`src/rtl/pc_fetch_stage_pkg.sv`:
```
// Shared definitions for the PC / fetch-address stage.
//   state_t   : fetch FSM state encoding
//   RESET_PC  : PC loaded by reset
//   INC       : sequential fetch increment
//   JIDX_W    : width of the jump word index field
//   JALIGN_W  : word-alignment bits appended to a jump index
package pc_fetch_stage_pkg;

  typedef enum logic [1:0] {
    IDLE = 2'b00,
    RUN  = 2'b01,
    HALT = 2'b10
  } state_t;

  localparam logic [31:0] RESET_PC = 32'h0000_0080;
  localparam logic [31:0] INC      = 32'd4;
  localparam int          JIDX_W   = 26;
  localparam int          JALIGN_W = 2;

endpackage

```
`src/rtl/pc_adder32.sv`:
```
// 32-bit ripple-carry adder.
//   z    : sum (a + b + cin), modulo 2^32
//   cout : carry out of bit 31
//   a, b : operands
//   cin  : carry in
module pc_adder32 (
  output logic [31:0] z,
  output logic        cout,
  input  logic [31:0] a,
  input  logic [31:0] b,
  input  logic        cin
);

  logic carry;

  always_comb begin
    z     = '0;
    carry = cin;
    for (int i = 0; i < 32; i++) begin
      z[i]  = a[i] ^ b[i] ^ carry;
      carry = (a[i] & b[i]) | (carry & (a[i] ^ b[i]));
    end
    cout = carry;
  end

endmodule

```
`src/rtl/pc_fetch_stage.sv`:
```
// Program-counter / fetch-address stage.
// Holds the PC, forms sequential, branch and jump targets, and offers the
// current PC downstream under a valid/ready handshake.
//   clk, rst   : clock, async active-high reset
//   start      : IDLE/HALT -> RUN pulse
//   halt_req   : RUN -> HALT request (wins over start)
//   branch,zero: taken branch when both high; imm is the word offset
//   jump       : jump to {pc_plus4[31:28], jtarget, 2'b00}
//   out_ready  : downstream accepts pc
//   out_valid  : pc is a valid fetch address (RUN only)
//   pc         : current fetch address
//   pc_plus4   : pc + INC, combinational
//   pc_wrap    : one-cycle pulse after a sequential advance carried out
//   busy       : high in RUN
//
// state | meaning
// IDLE  | after reset, waiting for start, no fetch offered
// RUN   | fetch address offered, pc advances or redirects
// HALT  | fetch stopped, pc frozen, start resumes at same pc
module pc_fetch_stage
  import pc_fetch_stage_pkg::*;
#(
  parameter int          WIDTH        = 32,
  parameter logic [31:0] RESET_PC_VAL = RESET_PC,
  parameter logic [31:0] INC_VAL      = INC
) (
  input  logic              clk,
  input  logic              rst,
  input  logic              start,
  input  logic              halt_req,
  input  logic              branch,
  input  logic              zero,
  input  logic [WIDTH-1:0]  imm,
  input  logic              jump,
  input  logic [JIDX_W-1:0] jtarget,
  input  logic              out_ready,
  output logic              out_valid,
  output logic [WIDTH-1:0]  pc,
  output logic [WIDTH-1:0]  pc_plus4,
  output logic              pc_wrap,
  output logic              busy
);

  state_t           state, state_n;
  logic [WIDTH-1:0] pc_n;
  logic             wrap_n;
  logic             inc_cout;
  logic [WIDTH-1:0] br_target;
  logic             br_cout;
  logic [WIDTH-1:0] jmp_target;

  pc_adder32 u_inc (
    .z    (pc_plus4),
    .cout (inc_cout),
    .a    (pc),
    .b    (INC_VAL),
    .cin  (1'b0)
  );

  // Word offset scaled to bytes; the top two offset bits fall off the end,
  // matching modulo-2^32 target arithmetic.
  pc_adder32 u_br (
    .z    (br_target),
    .cout (br_cout),
    .a    (pc_plus4),
    .b    ({imm[WIDTH-3:0], 2'b00}),
    .cin  (1'b0)
  );

  // Branch-target carry and the shifted-out offset bits carry no meaning.
  logic unused_bits;
  assign unused_bits = &{1'b0, br_cout, imm[WIDTH-1:WIDTH-2]};

  assign jmp_target = {pc_plus4[WIDTH-1:JIDX_W+JALIGN_W], jtarget, {JALIGN_W{1'b0}}};

  always_ff @(posedge clk or posedge rst) begin
    if (rst) begin
      state   <= IDLE;
      pc      <= RESET_PC_VAL;
      pc_wrap <= 1'b0;
    end else begin
      state   <= state_n;
      pc      <= pc_n;
      pc_wrap <= wrap_n;
    end
  end

  always_comb begin
    state_n   = state;
    pc_n      = pc;
    wrap_n    = 1'b0;
    out_valid = 1'b0;
    busy      = 1'b0;
    case (state)
      IDLE: begin
        if (start) state_n = RUN;
      end
      RUN: begin
        out_valid = 1'b1;
        busy      = 1'b1;
        // Redirects load regardless of out_ready, dropping the offered address.
        if (jump) begin
          pc_n = jmp_target;
        end else if (branch && zero) begin
          pc_n = br_target;
        end else if (out_ready) begin
          pc_n   = pc_plus4;
          wrap_n = inc_cout;
        end
        if (halt_req) state_n = HALT;
      end
      HALT: begin
        if (start) state_n = RUN;
      end
      default: begin
        state_n = IDLE;
      end
    endcase
  end

endmodule

```
`config.mk`:
```
export PLATFORM = sky130hd
export DESIGN_NAME = pc_fetch_stage
export DESIGN_NICKNAME = d
export VERILOG_FILES = /design/src/rtl/pc_fetch_stage_pkg.sv /design/src/rtl/pc_adder32.sv /design/src/rtl/pc_fetch_stage.sv
export SDC_FILE = /design/constraint.sdc
export NUM_CORES = 1
export LEC_CHECK = 0
export BUFFER_PORTS_ARGS = -buffer_cell sky130_fd_sc_hd__buf_4
export CORE_ASPECT_RATIO = 2
export CORE_MARGIN = 3
export CORE_UTILIZATION = 50
export CTS_BUF_LIST = sky130_fd_sc_hd__clkbuf_16
export CTS_CLUSTER_DIAMETER = 30
export CTS_CLUSTER_SIZE = 8
export DETAILED_ROUTE_END_ITERATION = 16
export GPL_ROUTABILITY_DRIVEN = 0
export GPL_TIMING_DRIVEN = 0
export PLACE_DENSITY = 0.82
export SYNTH_ARGS = -nofsm -noshare
export SYNTH_HDL_FRONTEND = slang
export SYNTH_SLANG_ARGS = --single-unit
```
`constraint.sdc`:
```
create_clock -name clk -period 14.14 [get_ports clk]
set_input_delay 2.121 -clock clk [delete_from_list [all_inputs] [get_ports clk]]
set_output_delay 2.121 -clock clk [all_outputs]
set_load 0.02 [all_outputs]
```
==> reports/summary.txt <==
Static Leakage -> 2.40 nW
Fin util -> 0.710
Vias in the first global route -> 3272
Storage element area -> 827 um^2
Floorplan die area -> 0.00761 mm^2
Parity-gate share of the synthesized area counting xor and xnor cells -> 0.00268
Horizontal extent of the die -> 63.2 um
Reg-to-reg critical path startpoint -> pc[2]$_DFFE_PP0P_
Commonest non-fill, non-tap cell in the layout -> buf_4
Design Power -> 0.000922 W
CTS hold repair buffers -> 0
Final routed wirelength across all metal layers -> 9.81 mm
Final Max Slew Viols -> 0
Ys async rst share -> 1.00
Footprint of the multi-input gates -> 0.00207 mm^2
Classification of the worst-slack hold path -> flip-flop to flip-flop
Final hold vios -> 0
Global-route wire length before repair -> 15.9 mm
Logic depth of the worst register-to-register path -> 35
Total via count in the routed design -> 3041
IO buf count -> 126
Category of the most critical setup path -> primary input to flip-flop
Gate family responsible for the most delay along the worst path -> adder cells
Core footprint -> 0.00631 mm^2
Dominant combinational cell family by area after synthesis -> adder cells
Unrepaired setup endpoints after global routing -> false
Mean area per synthesized cell -> 9.77 um^2
Sequential area share after synthesis -> 0.253
FILL cells -> 497
Multiplexer share of the synthesized area -> 0.0161
Pre-Repair DR Iteration Count -> 4
Crit path buffers/inverters -> 4
N_diodes -> 0
Layout Cells excl Fill -> 557
Number of nets in the finished design -> 595
Post-cts gate resize count -> 0
TritonCTS Buffers -> 5
Headroom to the max-slew limit -> 0.508
Final-layout setup total negative slack -> 0 ns
Placed wire-length estimate -> 7.85 mm
Number of unique standard cell types used by synthesis -> 38
Clock latency at the later pin of the worst-skew pair -> 0.28 ns
Number of stages on the worst setup path -> 36
Master of the slowest instance on the critical path -> fa_1
Element type at the critical path end -> flip-flop
TritonCTS clock tree -> yes
Synth Area in Adders -> 0.286
Maximum clock path buffer count -> 2
Arrival time of data at the critical path endpoint -> 13.96 ns
Boundary pin count -> 133
Pwr Density -> 206 mW/mm^2
Relative area change from synthesis to final layout -> 36.8%
Maximum Capacitance Violations -> 0
Die H -> 120 um
Count of flip-flops with a built-in enable after synthesis -> 0
Number of setup buffers added after CTS -> 0
Count of unresolved DRC violations after routing -> 0
# rows -> 41
Number of antenna violations at the first check in global routing -> 0
Global routing usage summed across all routing layers -> 0.271
Worst setup path endpoint -> pc[31]$_DFFE_PP0P_
Critical Path Most Common Cell -> fa_1
Result of the run -> finished clean
Overflow after GRT -> 0
Depth of the CTS H-tree -> 2
Critical path's largest stage delay -> 0.42 ns
Cell types with the largest area share after synthesis -> dfrtp_1 (24%), fa_1 (17%), ha_1 (11%), inv_1 (7.1%), and3b_1 (4.3%)
Total placed cells including tap cells -> 550
Clock slew at the register clock pins of the worst setup and hold paths -> 0.05 ns
Worst path required time -> 14.34 ns
Final Skew -> 0.00285 ns
Commonest cells after routing, fill and taps aside -> buf_4 (132), inv_1 (62), dfrtp_1 (32)
Simple-gate share of the synthesized area -> 0.110
Maximum clock rate -> 72.7 MHz
DRC violation total after the first TritonRoute iteration -> 160
Worst setup startpoint -> imm[0]
Setup slack of the worst register-to-register path -> 1.64 ns
Root buffer selected by CTS -> clkbuf_16
Share of final-layout standard cells stronger than drive strength 1 -> 0.365
Vias per Instance -> 5.46
Period Utilization, post-route -> 0.973
Area leader, netlist -> dfrtp_1
Number of register bits inferred by synthesis -> 33
Cells after Synth -> 335
Maximum number of pins on one net before global-route repair -> 34
Area of the mapped netlist -> 0.00327 mm^2
Worst VDD drop -> 0.110 mV
Primary flip-flop cell chosen by synthesis mapping -> dfrtp_1
Post-synth top area share -> 0.245
Clock period minus final worst setup slack -> 13.76 ns
Wire per inst -> 17.6 um
Ys Warns -> 0
Initial cell density of the core -> 0.519
Highest fanout seen on the critical path -> 2
Sort of element at the start of the critical path -> primary input
Number of endpoints failing setup at the final stage -> 0
Transition time at the pin with the least slew margin -> 0.736 ns
Compound-gate portion of the synthesized area -> 0.210
Destination of the worst register-to-register timing path -> pc[31]$_DFFE_PP0P_
Total clock sinks -> 33
Number of nets with antenna violations after detailed routing -> 0
[layer usage]
metal  global-route usage  vias up  part of all wire  wire length, um
met5                    0        -                 0                0
met4                0.141        0             0.038              375
met3               0.0372       26             0.047              458
met2                0.521      117              0.59             5770
met1                0.274     1497              0.33             3210
li1                     -     1401                 -                -
[worst min path at each step]
stage / startpoint / end / depth (start not counted) / slack [ns]
final: state[1]$_DFFE_PP0P_ / state[1]$_DFFE_PP0P_ / 1 / 0.52
after global routing: state[1]$_DFFE_PP0P_ / state[1]$_DFFE_PP0P_ / 1 / 0.53
after global placement: pc[7]$_DFFE_PP1P_ / pc[7]$_DFFE_PP1P_ / 2 / 0.49
after floorplan: state[1]$_DFFE_PP0P_ / state[1]$_DFFE_PP0P_ / 1 / 0.47
after CTS: pc[7]$_DFFE_PP1P_ / pc[7]$_DFFE_PP1P_ / 2 / 0.52
after detailed placement: state[1]$_DFFE_PP0P_ / state[1]$_DFFE_PP0P_ / 1 / 0.50
[state kept, by name, summed over array words and instances, names as in the netlist]
| signal | cells |
|---|---|
| pc | 30 |
| pc_wrap | 1 |
| state | 2 |
[through the flow]
| stage | area, um^2 | setup slack, ns | hold WS, ns |
|---|---|---|---|
| 6_report | 4480 | 0.384 | 0.519 |
| 3_3_place_gp | 4340 | 0.0477 | 0.491 |
| 3_5_place_dp | 4340 | -0.0689 | 0.499 |
| 2_1_floorplan | 3280 | 0.732 | 0.470 |
| 4_1_cts | 4470 | 0.166 | 0.518 |
| 5_1_grt | 4480 | 0.0110 | 0.533 |
[report_power, final]
part,leakage (nW),switching [W],internal (W)
Combinational,1.94,0.000354,0.000288
Sequential,0.390,0.0000392,0.000139
Clock,0.0685,0.0000395,0.0000629
[synthesized netlist by cell type (2+ instances only)]
master	number
clkbuf_1	6
inv_1	62
a211o_1	11
mux2i_1	3
buf_6	4
and3b_1	16
ha_1	30
fa_1	28
a21oi_1	20
mux2_2	2
nand2_2	2
o21ai_0	19
buf_2	9
a211oi_1	16
a31oi_2	8
o31ai_1	16
nor2b_1	16
nor3_1	2
nand2_1	9
a31oi_1	2
buf_4	6
dfrtp_1	32
[final cells by class]
cell class	instances	share of cell area
plain buffers	26	0.0363
clock buffers	5	0.0279
repair buffers	126	0.211
multi-input cells	217	0.462
inverters	62	0.0520
flip-flops and latches	33	0.185
clock inverters	2	0.00168
well taps	86	0.0240
[cells by family after synthesis]
family / after synthesis
AOI/OAI and AO/OA: 96
buffers and inverters: 88
adders and majority gates: 58
and+or+nand+nor: 53
DFF: 33
muxes: 5
other: 1
xor gates and xnor gates: 1
Note: power is estimated with default switching activity, not from simulation.
